$ cat src/rtl/hazard_scoreboard_pkg.sv
// Shared decode constants and operand-usage decode for the RAW hazard scoreboard.
package hazard_scoreboard_pkg;

    localparam logic [6:0] OP     = 7'b0110011;
    localparam logic [6:0] OP_IMM = 7'b0010011;
    localparam logic [6:0] LOAD   = 7'b0000011;
    localparam logic [6:0] STORE  = 7'b0100011;
    localparam logic [6:0] BRANCH = 7'b1100011;
    localparam logic [6:0] LUI    = 7'b0110111;
    localparam logic [6:0] AUIPC  = 7'b0010111;
    localparam logic [6:0] JAL    = 7'b1101111;
    localparam logic [6:0] JALR   = 7'b1100111;

    typedef logic [4:0] reg_idx_t;

    typedef struct packed {
        logic rs1;
        logic rs2;
        logic rd;
    } operand_use_t;

    function automatic operand_use_t decode_use(input logic [6:0] opcode);
        operand_use_t u;
        u.rs1 = !(opcode == LUI || opcode == AUIPC || opcode == JAL);
        u.rs2 = (opcode == OP) || (opcode == STORE) || (opcode == BRANCH);
        u.rd  = (opcode == OP) || (opcode == OP_IMM) || (opcode == LOAD) || (opcode == LUI) ||
                (opcode == AUIPC) || (opcode == JAL) || (opcode == JALR);
        return u;
    endfunction

endpackage

$ cat src/rtl/hazard_scoreboard_if.sv
// Decode/writeback-side signal bundle of the hazard scoreboard.
interface hazard_scoreboard_if #(
    parameter int AW = 2
);
    // Decode presents instr with valid; it asserts issue only when it loads instr
    // (valid && !stall && !jmp). stall is the scoreboard's sole back-pressure.
    logic [31:0] instr;
    logic        valid;
    logic        issue;
    logic        kill;
    logic        retire;
    logic [4:0]  retire_reg;
    logic        stall;
    logic        busy;
    logic        full;
    logic [AW:0] count;
    logic        err;

    modport master (
        output instr, valid, issue, kill, retire, retire_reg,
        input  stall, busy, full, count, err
    );

    modport slave (
        input  instr, valid, issue, kill, retire, retire_reg,
        output stall, busy, full, count, err
    );
endinterface

$ cat src/rtl/hazard_scoreboard_dest_fifo.sv
// In-order FIFO of pending destination registers: push at tail, pop at head or tail,
// every entry exposed with its valid bit for parallel compare.
module dest_fifo #(
    parameter int DEPTH = 4,
    parameter int AW    = 2
) (
    input  logic                  clk,
    input  logic                  rst,
    input  logic                  push,
    input  logic [4:0]            push_reg,
    input  logic                  pop_head,
    input  logic                  pop_tail,
    output logic [4:0]            head_reg,
    output logic [DEPTH-1:0][4:0] entry_reg,
    output logic [DEPTH-1:0]      entry_vld,
    output logic [AW:0]           count
);
    logic [AW-1:0] rd_ptr;
    logic [AW-1:0] wr_ptr;
    logic [AW-1:0] tail_ptr;

    assign tail_ptr = wr_ptr - AW'(1);
    assign head_reg = entry_reg[rd_ptr];

    // Caller guarantees push never coincides with pop_tail and never targets a full FIFO.
    always_ff @(posedge clk) begin
        if (rst) begin
            rd_ptr    <= '0;
            wr_ptr    <= '0;
            entry_vld <= '0;
            count     <= '0;
        end else begin
            if (push)     entry_vld[wr_ptr]   <= 1'b1;
            if (pop_head) entry_vld[rd_ptr]   <= 1'b0;
            if (pop_tail) entry_vld[tail_ptr] <= 1'b0;
            rd_ptr <= rd_ptr + AW'(pop_head);
            wr_ptr <= wr_ptr + AW'(push) - AW'(pop_tail);
            count  <= count + (AW+1)'(push) - (AW+1)'(pop_head) - (AW+1)'(pop_tail);
        end
    end

    always_ff @(posedge clk) begin
        if (push) entry_reg[wr_ptr] <= push_reg;
    end
endmodule

$ cat src/rtl/hazard_scoreboard.sv
// Read-after-write interlock beside decode: tracks in-flight destination registers and stalls decode.
// Optional stall-cycle counter output enabled by defining SCOREBOARD_STATS_EN.
module hazard_scoreboard
    import hazard_scoreboard_pkg::*;
#(
    parameter int DEPTH = 4,
    parameter int AW    = 2
) (
    input  logic               clk,
    input  logic               rst,
    hazard_scoreboard_if.slave sb
`ifdef SCOREBOARD_STATS_EN
    ,
    output logic [31:0]        stall_cycles
`endif
);
    logic [6:0]            opcode;
    reg_idx_t              rs1, rs2, rd;
    operand_use_t          op_use;
    logic [DEPTH-1:0][4:0] entry_reg;
    logic [DEPTH-1:0]      entry_vld;
    reg_idx_t              head_reg;
    logic [AW:0]           count;
    logic                  hit_rs1, hit_rs2, busy, full;
    logic                  accept, push, ret_act, pop_head, pop_tail;
    logic                  issue_err, ret_err, err_q;
    logic                  unused_instr_bits;

    assign opcode            = sb.instr[6:0];
    assign rd                = sb.instr[11:7];
    assign rs1               = sb.instr[19:15];
    assign rs2               = sb.instr[24:20];
    assign op_use            = decode_use(opcode);
    assign unused_instr_bits = ^{sb.instr[31:25], sb.instr[14:12]};

    // Same-cycle retire does not mask a hit: the register file only updates on the edge.
    always_comb begin
        hit_rs1 = 1'b0;
        hit_rs2 = 1'b0;
        for (int i = 0; i < DEPTH; i++) begin
            if (entry_vld[i] && entry_reg[i] == rs1) hit_rs1 = 1'b1;
            if (entry_vld[i] && entry_reg[i] == rs2) hit_rs2 = 1'b1;
        end
        hit_rs1 = hit_rs1 && op_use.rs1 && (rs1 != 5'd0);
        hit_rs2 = hit_rs2 && op_use.rs2 && (rs2 != 5'd0);
    end

    assign busy      = (count != '0);
    assign full      = (count == (AW+1)'(DEPTH));
    assign accept    = sb.issue && !sb.kill;
    assign push      = accept && op_use.rd && (rd != 5'd0) && !full;
    assign issue_err = accept && full;
    assign ret_act   = sb.retire && (sb.retire_reg != 5'd0);
    assign pop_head  = ret_act && busy;
    assign ret_err   = ret_act && (!busy || head_reg != sb.retire_reg);
    // With a single entry, retire and kill both name it: remove it only once.
    assign pop_tail  = sb.kill && busy && !(pop_head && count == (AW+1)'(1));

    dest_fifo #(.DEPTH(DEPTH), .AW(AW)) u_dest_fifo (
        .clk       (clk),
        .rst       (rst),
        .push      (push),
        .push_reg  (rd),
        .pop_head  (pop_head),
        .pop_tail  (pop_tail),
        .head_reg  (head_reg),
        .entry_reg (entry_reg),
        .entry_vld (entry_vld),
        .count     (count)
    );

    always_ff @(posedge clk) begin
        if (rst) err_q <= 1'b0;
        else     err_q <= err_q | issue_err | ret_err;
    end

    assign sb.stall = sb.valid && (hit_rs1 || hit_rs2 || full);
    assign sb.busy  = busy;
    assign sb.full  = full;
    assign sb.count = count;
    assign sb.err   = err_q;

`ifdef SCOREBOARD_STATS_EN
    always_ff @(posedge clk) begin
        if (rst)                                       stall_cycles <= '0;
        else if (sb.stall && stall_cycles != 32'hFFFFFFFF) stall_cycles <= stall_cycles + 32'd1;
    end
`endif
endmodule

$ cat src/flat_wrapper.sv
// flat-port wrapper written by rule: the top's interface ports become plain ports
module hazard_scoreboard_flat import hazard_scoreboard_pkg::*;
#(
    parameter int DEPTH = 4,
    parameter int AW    = 2
)
  (clk, rst, sb_instr, sb_valid, sb_issue, sb_kill, sb_retire, sb_retire_reg, sb_stall, sb_busy, sb_full, sb_count, sb_err);
  hazard_scoreboard_if #(.AW(AW)) sb_i ();
  input  logic clk;
  input  logic rst;
  input wire logic [$bits(sb_i.instr)-1:0] sb_instr;
  input wire logic [$bits(sb_i.valid)-1:0] sb_valid;
  input wire logic [$bits(sb_i.issue)-1:0] sb_issue;
  input wire logic [$bits(sb_i.kill)-1:0] sb_kill;
  input wire logic [$bits(sb_i.retire)-1:0] sb_retire;
  input wire logic [$bits(sb_i.retire_reg)-1:0] sb_retire_reg;
  output wire logic [$bits(sb_i.stall)-1:0] sb_stall;
  output wire logic [$bits(sb_i.busy)-1:0] sb_busy;
  output wire logic [$bits(sb_i.full)-1:0] sb_full;
  output wire logic [$bits(sb_i.count)-1:0] sb_count;
  output wire logic [$bits(sb_i.err)-1:0] sb_err;
  assign sb_i.instr = sb_instr;
  assign sb_i.valid = sb_valid;
  assign sb_i.issue = sb_issue;
  assign sb_i.kill = sb_kill;
  assign sb_i.retire = sb_retire;
  assign sb_i.retire_reg = sb_retire_reg;
  assign sb_stall = sb_i.stall;
  assign sb_busy = sb_i.busy;
  assign sb_full = sb_i.full;
  assign sb_count = sb_i.count;
  assign sb_err = sb_i.err;
  hazard_scoreboard #(.DEPTH(DEPTH), .AW(AW)) u_core (.clk(clk), .rst(rst), .sb(sb_i));
endmodule
$ cat config.mk
export PLATFORM = sky130hd
export DESIGN_NAME = hazard_scoreboard_flat
export DESIGN_NICKNAME = d
export VERILOG_FILES = /design/src/rtl/hazard_scoreboard_pkg.sv /design/src/rtl/hazard_scoreboard_if.sv /design/src/rtl/hazard_scoreboard_dest_fifo.sv /design/src/rtl/hazard_scoreboard.sv /design/src/flat_wrapper.sv
export SDC_FILE = /design/constraint.sdc
export NUM_CORES = 1
export LEC_CHECK = 0
export BUFFER_PORTS_ARGS = -buffer_cell sky130_fd_sc_hd__buf_2
export CAP_MARGIN = 15
export CORE_MARGIN = 2
export CORE_UTILIZATION = 33
export DETAILED_ROUTE_END_ITERATION = 7
export PLACE_DENSITY = 0.61
export SYNTH_ARGS = -nofsm -noshare
export SYNTH_HDL_FRONTEND = slang
export SYNTH_SLANG_ARGS = --single-unit
$ cat constraint.sdc
create_clock -name clk -period 2.43 [get_ports clk]
set_input_delay 0.1215 -clock clk [delete_from_list [all_inputs] [get_ports clk]]
set_output_delay 0.1215 -clock clk [all_outputs]
set_load 0.005 [all_outputs]
==> results of run 1 <==
[cell families after synthesis]
family | after synthesis
AOI/OAI and AO/OA | 22
and+or+nand+nor | 66
buffers and inverters | 22
DFF | 32
muxes | 6
adders and majority gates | 7
xor gates and xnor gates | 50
[cells in the final DEF, fill, tap and decap left out, types with 2 or more instances in the layout]
cell type / n
nand3_1: 12
xor2_1: 33
nor2_1: 9
nand2_1: 8
o21ai_0: 2
clkbuf_8: 5
xnor2_1: 17
or4_1: 2
buf_4: 11
a21oi_2: 2
nor3_1: 8
edfxtp_1: 20
a21oi_1: 9
buf_2: 39
nor3b_1: 2
nor4_2: 2
mux4_2: 5
nor2b_1: 5
inv_1: 9
nand4_1: 3
dfxtp_1: 12
ha_1: 7
nor4_1: 8
[worst reg2reg max path: stages (launching register included)]
cell,delay (ps)
dfxtp_1,350
or3_1,440
o21ai_0,140
a21oi_1,70
ha_1,190
nor2_1,110
ha_1,230
inv_1,60
ha_1,150
xor2_1,180
xnor2_1,130
nor2_1,50
[routing by layer]
layer / up-vias / part of all wire / GRT usage
met2: 40 / 0.48 / 0.236
met5: - / 0 / 0
li1: 814 / - / -
met3: 13 / 0.041 / 0.0257
met4: 0 / 0.026 / 0.0630
met1: 777 / 0.45 / 0.175
[synth_stat cells (3+ instances only)]
| master | n |
|---|---|
| a21oi_1 | 9 |
| clkbuf_1 | 10 |
| dfxtp_1 | 12 |
| edfxtp_1 | 20 |
| ha_1 | 7 |
| inv_1 | 9 |
| mux4_2 | 5 |
| nand2_1 | 8 |
| nand3_1 | 12 |
| nand4_1 | 3 |
| nor2_1 | 9 |
| nor2b_1 | 5 |
| nor3_1 | 8 |
| nor4_1 | 8 |
| xnor2_1 | 17 |
| xor2_1 | 33 |
[final cells by class]
cell class / count / area (um2) / area share
clock buffer: 5 / 68.8 / 0.0271
inverter: 9 / 33.8 / 0.0133
clock inverter: 3 / 42.5 / 0.0167
multi-input combinational: 151 / 1180 / 0.465
timing repair buffer: 50 / 278 / 0.109
sequential: 32 / 841 / 0.331
tap: 77 / 96.3 / 0.0379
[report_power, final]
| group | internal (W) | leakage [nW] | switching [W] |
|---|---|---|---|
| registers | 0.000629 | 0.278 | 0.0000913 |
| clock network | 0.000303 | 0.0541 | 0.000208 |
| logic | 0.000314 | 0.671 | 0.000300 |
| total | 0.00125 | 1.00 | 0.000600 |
[how the worst max path moves through the flow]
stage	from	endpoint	slack [ps]	cells past startpoint
2_1_floorplan	sb_retire_reg[0]	u_core.u_dest_fifo.count[2]$_SDFF_PP0_	100	12
3_3_place_gp	sb_retire_reg[0]	u_core.u_dest_fifo.count[2]$_SDFF_PP0_	9	13
3_5_place_dp	sb_retire_reg[0]	u_core.u_dest_fifo.count[2]$_SDFF_PP0_	-40	13
4_1_cts	u_core.u_dest_fifo.count[1]$_SDFF_PP0_	u_core.u_dest_fifo.count[2]$_SDFF_PP0_	220	11
5_1_grt	sb_retire_reg[0]	u_core.u_dest_fifo.count[2]$_SDFF_PP0_	100	13
6_report	u_core.u_dest_fifo.count[1]$_SDFF_PP0_	u_core.u_dest_fifo.count[2]$_SDFF_PP0_	220	11
[metrics by stage]
step / instance area (um2) / instances
2_1_floorplan: 2100 / 205
3_3_place_gp: 2430 / 319
3_5_place_dp: 2430 / 319
4_1_cts: 2540 / 327
5_1_grt: 2540 / 327
6_report: 2540 / 327
==> results.py, run 1 <==
metrics = {
    "run_status": {
        "status": "finished clean",
    },
    "drt": {
        "vias": 1644,
        "drtIter0Drc": 67,
        "drt_pre_antenna_iters": 4,
        "wl_per_cell_um": 14.5,
        "drc": 0,
        "wl_um": 4730,
        "ant_nets": 0,
        "vias_per_cell": 5.03,
    },
    "power": {
        "vdd_ir_drop_max_uv": 408,
        "leakagePower_nw": 1.00,
        "p_total_w": 0.00185,
        "power.density_mw_per_mm2": 727,
    },
    "logic_synthesis": {
        "ys_warn_count": 0,
        "synth.distinct_cells": 40,
        "synth_ff_type": "edfxtp_1",
        "syn_inst": 205,
        "synth_compound_area_frac": 0.0761,
        "post-synth-top-area-cell": "edfxtp_1",
        "synth_simple_gate_area_frac": 0.177,
        "synth_fa_ha_area_frac": 0.0416,
        "async_flop_share": 0,
        "avgSynthCellArea_um2": 10.3,
        "syn_area_mm2": 0.00210,
        "synth_top_family_by_area": "XOR/XNOR gates",
        "synth_top_area_frac": 0.285,
        "synth_mux_area_frac": 0.0583,
        "ys_seq_area_frac": 0.400,
        "synth-seq-cells": 32,
        "synth_edf_count": 20,
        "synth.area.top_cells": "edfxtp_1, xor2_1, dfxtp_1",
        "synth_xor_area_frac": 0.208,
        "syn_nets": 255,
    },
    "min_path": {
        "hold_path_end": "u_core.u_dest_fifo.entry_reg[12]$_DFFE_PP_",
        "whs_path_depth": 1,
        "hold_class": "input port to register",
        "worst_hold_startpoint": "sb_instr[9]",
    },
    "floorplanning": {
        "start_util": 0.337,
        "num_rows": 29,
        "die_x_um": 83.9,
        "dieArea_mm2": 0.00703,
        "pin_count": 50,
        "die_h_um": 83.9,
        "fp.coreArea_mm2": 0.00624,
    },
    "sta": {
        "hold_violations": 0,
        "worst_hold_slack_ps": 69.8,
        "period_minus_slack_ps": 2210,
        "setup_tns_ps": 0,
        "relSlewSlack": 0.688,
        "setup_slack_ps": 221,
        "finalClockSkew_ps": 7.29,
        "rsz0062_at_grt": "no",
        "worstMarginPinSlew_ps": 465,
        "setup_viol": 0,
        "fmax_mhz": 453,
        "slew_viol_final": 0,
        "fin_crit_sh": 0.909,
    },
    "placed_design": {
        "place_hpwl_um": 3910,
        "pre_cts_ws_ps": -43.4,
        "port_buffers": 39,
        "routabilityCongestion": 0.857,
    },
    "clock_tree": {
        "clk_latency_ps": 290,
        "hold_buffers": 0,
        "numCtsBuffers": 5,
        "ctsHtreeMaxLevel": 2,
        "cts_tree": "yes",
        "clockBufferDepth": 2,
        "cts_setup_buffers": 0,
        "cts_sinks": 32,
        "clk_pin_slew_ps": 70,
        "cts_root_buffer": "clkbuf_8",
        "post_cts_resized": 0,
    },
    "worst_setup_path": {
        "end_kind": "register",
        "critical_path_arrival_ps": 2390,
        "r2r-end": "u_core.u_dest_fifo.count[2]$_SDFF_PP0_",
        "r2r_setup_slack_ps": 220,
        "crit_top_cell": "ha_1",
        "crit_type": "register to register",
        "critPathLaunchType": "register",
        "r2r_cells": 11,
        "cp_cell_sequence": "or3_1 > o21ai_0 > a21oi_1 > ha_1 > nor2_1 > ha_1 > inv_1 > ha_1 > xor2_1 > xnor2_1 > nor2_1",
        "timing.rr.start": "u_core.u_dest_fifo.count[1]$_SDFF_PP0_",
        "slowest_delay_ps": 440,
        "cp_max_fo": 5,
        "worstPathRequired_ps": 2610,
        "worst_path_max_delay_cell": "or3_1",
        "crit_buf_inv": 1,
        "crit_family": "simple AND/OR/NAND/NOR gates",
    },
    "run": {
        "cap_violations": 0,
    },
    "grt": {
        "grt_pass1_wl_um": 7780,
        "track_usage": 0.140,
        "grt_max_degree": 13,
        "antenna_found_initial": 0,
        "overflow": 0,
        "grt_pass1_vias": 1659,
    },
    "finish": {
        "final_util": 0.407,
        "final_layout_size_suffix_gt1_frac": 0.284,
        "largest_reg_flops": 20,
        "antennaDiodeCount": 0,
        "nFillCells": 617,
        "fin_nets": 299,
        "area_growth_pct": 20.7,
    },
}
Note: power is estimated with default switching activity, not from simulation.
==> run 2: changes to the inputs <==
--- a/config.mk
+++ b/config.mk
@@ -7,10 +7,11 @@
 export LEC_CHECK = 0
 export BUFFER_PORTS_ARGS = -buffer_cell sky130_fd_sc_hd__buf_2
 export CAP_MARGIN = 15
-export CORE_MARGIN = 2
+export CORE_MARGIN = 10
 export CORE_UTILIZATION = 33
 export DETAILED_ROUTE_END_ITERATION = 7
 export PLACE_DENSITY = 0.61
 export SYNTH_ARGS = -nofsm -noshare
 export SYNTH_HDL_FRONTEND = slang
 export SYNTH_SLANG_ARGS = --single-unit
+export TNS_END_PERCENT = 5
==> constraint.sdc (replaced) <==
create_clock -name clk -period 2 [get_ports clk]
set_input_delay 0.1 -clock clk [delete_from_list [all_inputs] [get_ports clk]]
set_output_delay 0.1 -clock clk [all_outputs]
set_load 0.005 [all_outputs]
==> run 2 against run 1 <==
Register-to-register slack got worse by 250 ps. The run now ends with negative setup slack left. First-iteration DRC count increased by 21%. Highest routed layer unchanged. Setup slack got worse by 290 ps.
==> results.py, run 2 (same netlist as run 1, synthesis figures left out) <==
metrics = {
    "run_status": {
        "status": "complete, but fails checks",
        "failed_checks": "negative setup slack",
    },
    "power": {
        "intPower_w": 0.00164,
        "pwr-share-seq": 0.357,
        "power.density_mw_per_mm2": 902,
        "vdd_ir_drop_max_uv": 536,
        "netSwitchingPower_w": 0.000770,
        "switching_share": 0.319,
        "combPwrFrac": 0.392,
        "clkPwrFrac": 0.251,
        "leakagePower_nw": 1.08,
    },
    "worst_setup_path": {
        "worstPathRequired_ps": 2170,
        "cp_cell_sequence": "buf_2 > or4_1 > o21a_2 > o21ai_2 > a21oi_2 > ha_1 > nor2_1 > ha_1 > inv_1 > ha_1 > xor2_1 > xnor2_1 > nor2_1",
        "crit_type": "input port to register",
        "critical_path_arrival_ps": 2230,
        "critPathLaunchType": "input port",
        "slowest_delay_ps": 520,
        "crit_family": "simple AND/OR/NAND/NOR gates",
        "crit_top_cell": "ha_1",
        "worst_path_max_delay_cell": "or4_1",
        "crit_buf_inv": 2,
        "end_kind": "register",
        "cp_max_fo": 4,
    },
    "grt": {
        "grt_pass1_vias": 1695,
        "grt_max_degree": 13,
        "grt_pass1_wl_um": 8550,
        "antenna_found_initial": 0,
        "overflow": 0,
        "track_usage": 0.105,
    },
    "finish": {
        "final_area_mm2": 0.00268,
        "final_util": 0.426,
        "largest_reg_flops": 20,
        "fin_nets": 313,
        "area_growth_pct": 27.1,
        "antennaDiodeCount": 0,
        "final_layout_size_suffix_gt1_frac": 0.352,
        "mostFrequentLayoutCells": "buf_2, xor2_1, buf_4, edfxtp_1, xnor2_1",
        "stdcell_count": 341,
        "final_common_cell": "buf_2",
    },
    "sta": {
        "hold_violations": 0,
        "relSlewSlack": 0.646,
        "fin_crit_sh": 1.03,
        "fmax_mhz": 484,
        "worst_hold_slack_ps": 51.8,
        "setup_slack_ps": -65.9,
        "slew_viol_final": 0,
        "worstMarginPinSlew_ps": 527,
        "rsz0062_at_grt": "yes",
        "period_minus_slack_ps": 2070,
        "setup_viol": 1,
        "finalClockSkew_ps": 7.05,
    },
    "placed_design": {
        "placed_area_mm2": 0.00252,
        "routabilityCongestion": 0.878,
        "place_hpwl_um": 4470,
        "port_buffers": 39,
        "dp_cells": 331,
    },
    "clock_tree": {
        "cts_tree": "yes",
        "clk_pin_slew_ps": 70,
        "clk_latency_ps": 280,
        "clockBufferDepth": 2,
        "cts_sinks": 32,
        "cts_root_buffer": "clkbuf_8",
        "numCtsBuffers": 5,
        "hold_buffers": 0,
        "ctsHtreeMaxLevel": 2,
    },
    "drt": {
        "wl_per_cell_um": 15.7,
        "drc": 0,
        "drt_pre_antenna_iters": 4,
        "drtIter0Drc": 81,
        "vias_per_cell": 5.02,
        "vias": 1712,
        "ant_nets": 0,
        "wl_um": 5340,
    },
    "floorplanning": {
        "start_util": 0.335,
        "pin_count": 50,
        "die_h_um": 99.9,
        "fp.coreArea_mm2": 0.00628,
        "die_x_um": 99.9,
        "num_rows": 29,
        "dieArea_mm2": 0.00997,
    },
    "run": {
        "cap_violations": 0,
    },
    "min_path": {
        "hold_class": "input port to register",
    },
}
==> run 2: worst register-to-register path: cells and delay by family (launching register included) <==
family / cells / cell delay [ps]
AO/OA/AOI/OAI: 1 / 90
XOR/XNOR: 2 / 310
adder cells (fa/ha/maj): 2 / 450
buffers and inverters: 3 / 250
flip-flops: 1 / 340
AND/OR/NAND/NOR: 3 / 480
==> run 2: final cells by class <==
cell class | count | area (um2)
Inverter | 9 | 33.8
Tap cell | 77 | 96.3
Fill cell | 632 | 3600
Clock inverter | 3 | 42.5
Clock buffer | 5 | 68.8
Timing Repair Buffer | 64 | 383
Sequential cell | 32 | 841
Multi-Input combinational cell | 151 | 1210
==> run 2: metal layers <==
metal	vias to the layer above	GRT usage	routed length (um)
li1	846	-	-
met2	49	0.173	2560
met1	806	0.130	2370
met5	-	0	0
met4	0	0.0430	109
met3	11	0.0240	304
==> run 2: power by group through the flow <==
| stage | Combinational [W] | Clock [W] | Sequential [W] |
|---|---|---|---|
| 6_report | 0.000947 | 0.000605 | 0.000861 |
| 5_1_grt | 0.00106 | 0.000649 | 0.000875 |
| 4_1_cts | 0.000952 | 0.000621 | 0.000861 |
| 3_5_place_dp | 0.000902 | 0 | 0.000873 |
| 3_3_place_gp | 0.000886 | 0 | 0.000871 |
| 2_1_floorplan | 0.000564 | 0 | 0.000836 |
==> run 2: final timing paths <==
path | cells after the start | to | start | slack [ps]
max | 13 | u_core.u_dest_fifo.count[2]$_SDFF_PP0_ | sb_retire_reg[0] | -70
min | 1 | u_core.u_dest_fifo.entry_reg[7]$_DFFE_PP_ | sb_instr[9] | 50
min reg2reg | 2 | u_core.u_dest_fifo.entry_vld[0]$_SDFF_PP0_ | u_core.u_dest_fifo.entry_vld[0]$_SDFF_PP0_ | 570
max reg2reg | 11 | u_core.u_dest_fifo.count[2]$_SDFF_PP0_ | u_core.u_dest_fifo.count[1]$_SDFF_PP0_ | -30
==> run 2: stage by stage <==
stage / setup WS (ps) / power, W / setup TNS, ps
after global placement: -334 / 0.00176 / -1910
after global routing: -193 / 0.00258 / -336
after detailed placement: -394 / 0.00177 / -2290
after floorplan: -226 / 0.00140 / -1150
final: -65.9 / 0.00241 / -65.9
after CTS: -84.2 / 0.00243 / -84.2
==> run 2: what timing repair did <==
action	4_1_cts	5_1_grt
pin swaps	2	4
setup buffers	2	0
gates resized for setup	2	5
setup endpoints to repair	1	4
cloned	0	0
==> run 3: changes to the inputs <==
--- a/config.mk
+++ b/config.mk
@@ -8,9 +8,9 @@
 export BUFFER_PORTS_ARGS = -buffer_cell sky130_fd_sc_hd__buf_2
 export CAP_MARGIN = 15
 export CORE_MARGIN = 10
-export CORE_UTILIZATION = 33
+export CORE_UTILIZATION = 47
 export DETAILED_ROUTE_END_ITERATION = 7
-export PLACE_DENSITY = 0.61
+export PLACE_DENSITY = 0.8
 export SYNTH_ARGS = -nofsm -noshare
 export SYNTH_HDL_FRONTEND = slang
 export SYNTH_SLANG_ARGS = --single-unit
==> run 3 against run 2 <==
The flow still finishes with violations (negative setup slack). Highest routed layer unchanged. Combinational power up 9.8%. Via count grew 4.0%. Non-clock buffer count grew 1. Total power grew 4.2%. Utilization rose by 20 points. Cell count decreased by 7.0%.
==> results.py, run 3 (same netlist as run 1, synthesis figures left out) <==
metrics = {
    "floorplanning": {
        "num_rows": 24,
        "die_h_um": 86.9,
        "fp.coreArea_mm2": 0.00435,
        "dieArea_mm2": 0.00755,
        "start_util": 0.483,
        "pin_count": 50,
        "die_x_um": 86.9,
    },
    "power": {
        "netSwitchingPower_w": 0.000825,
        "vdd_ir_drop_max_uv": 420,
        "combPwrFrac": 0.413,
        "clkPwrFrac": 0.243,
        "switching_share": 0.328,
        "pwr-share-seq": 0.344,
        "power.density_mw_per_mm2": 926,
        "leakagePower_nw": 1.09,
        "p_total_w": 0.00251,
        "intPower_w": 0.00169,
    },
    "sta": {
        "finalClockSkew_ps": 5.99,
        "worstMarginPinSlew_ps": 408,
        "setup_slack_ps": -112,
        "period_minus_slack_ps": 2110,
        "rsz0062_at_grt": "yes",
        "fmax_mhz": 473,
        "relSlewSlack": 0.728,
        "setup_tns_ps": -132,
        "hold_violations": 0,
        "slew_viol_final": 0,
        "fin_crit_sh": 1.06,
        "setup_viol": 2,
    },
    "clock_tree": {
        "cts_sinks": 32,
        "hold_buffers": 0,
        "clockBufferDepth": 2,
        "cts_tree": "yes",
        "cts_root_buffer": "clkbuf_8",
        "numCtsBuffers": 5,
        "cts_setup_buffers": 0,
        "ctsHtreeMaxLevel": 2,
        "clk_latency_ps": 280,
        "clk_pin_slew_ps": 70,
    },
    "finish": {
        "final_util": 0.623,
        "nFillCells": 343,
        "final_area_mm2": 0.00271,
        "final_common_cell": "buf_2",
        "antennaDiodeCount": 0,
        "largest_reg_flops": 20,
        "fin_nets": 314,
        "area_growth_pct": 29.0,
        "mostFrequentLayoutCells": "buf_2, xor2_1, buf_4, edfxtp_1, xnor2_1",
        "final_layout_size_suffix_gt1_frac": 0.377,
    },
    "run": {
        "cap_violations": 0,
    },
    "placed_design": {
        "place_hpwl_um": 4390,
        "pre_cts_ws_ps": -442,
        "placed_area_mm2": 0.00251,
        "routabilityCongestion": 0.951,
        "port_buffers": 39,
    },
    "worst_setup_path": {
        "critPathLaunchType": "input port",
        "critical_path_arrival_ps": 2290,
        "slowest_delay_ps": 530,
        "worst_path_max_delay_cell": "or4_4",
        "crit_type": "input port to register",
        "cp_max_fo": 4,
        "cp_cell_sequence": "buf_6 > or4_4 > o21a_4 > o21ai_2 > a21oi_2 > ha_2 > nor2_2 > ha_1 > inv_2 > ha_4 > xor2_2 > xnor2_1 > nor2_1",
        "end_kind": "register",
        "worstPathRequired_ps": 2170,
    },
    "grt": {
        "antenna_found_initial": 0,
        "grt_max_degree": 13,
        "grt_pass1_wl_um": 8650,
        "overflow": 0,
        "track_usage": 0.145,
        "grt_pass1_vias": 1803,
    },
    "drt": {
        "vias": 1780,
        "ant_nets": 0,
        "drtIter0Drc": 138,
        "drc": 0,
        "drt_pre_antenna_iters": 4,
        "wl_um": 5530,
        "wl_per_cell_um": 17.4,
        "vias_per_cell": 5.62,
    },
    "run_status": {
        "status": "complete, but fails checks",
        "failed_checks": "negative setup slack",
    },
    "min_path": {
        "hold_class": "input port to register",
    },
}
run 3: final cells by class:
class,count,area (um2),area share
clock buffer,5,68.8,0.0254
clock inverter,3,42.5,0.0157
inverter,9,33.8,0.0124
multi-input combinational,151,1260,0.464
sequential,32,841,0.310
tap,52,65.1,0.0240
timing repair buffer,65,403,0.148
run 3: final timing paths:
path	start	end	slack, ps	cells after the start
max reg2reg	u_core.u_dest_fifo.count[1]$_SDFF_PP0_	u_core.u_dest_fifo.count[2]$_SDFF_PP0_	-70	11
min	sb_instr[8]	u_core.u_dest_fifo.entry_reg[6]$_DFFE_PP_	50	1
max	sb_retire_reg[2]	u_core.u_dest_fifo.count[2]$_SDFF_PP0_	-110	13
min reg2reg	u_core.u_dest_fifo.entry_vld[0]$_SDFF_PP0_	u_core.u_dest_fifo.entry_vld[0]$_SDFF_PP0_	590	2
run 3: metrics by stage:
stage	cells	hold WS [ps]
6_report	317	52.6
5_1_grt	317	43.3
4_1_cts	317	39.8
3_5_place_dp	309	343
3_3_place_gp	309	335
2_1_floorplan	205	199
run 3: what timing repair did:
item / CTS / global route
pin swaps: 2 / 11
endpoints found under the setup margin: 2 / 4
gates resized for setup: 1 / 17
run 3: worst max-delay path, delay by kind of cell:
family,cells,cell delay [ps]
adder cells (fa/ha/maj),3,560
buffers and inverters,2,160
XOR/XNOR,2,270
AND/OR/NAND/NOR,3,690
AO/OA/AOI/OAI,3,510
run 3: layer usage:
metal | global-route usage | share of wire
met1 | 0.169 | 0.41
met2 | 0.235 | 0.48
met3 | 0.0496 | 0.085
met4 | 0.0663 | 0.027
met5 | 0 | 0
run 3: power groups by stage:
stage / Sequential [W] / Clock (W) / Combinational (W)
5_1_grt: 0.000877 / 0.000653 / 0.00115
3_3_place_gp: 0.000871 / 0 / 0.000879
2_1_floorplan: 0.000836 / 0 / 0.000564
3_5_place_dp: 0.000876 / 0 / 0.000912
4_1_cts: 0.000862 / 0.000631 / 0.000926
6_report: 0.000865 / 0.000611 / 0.00104
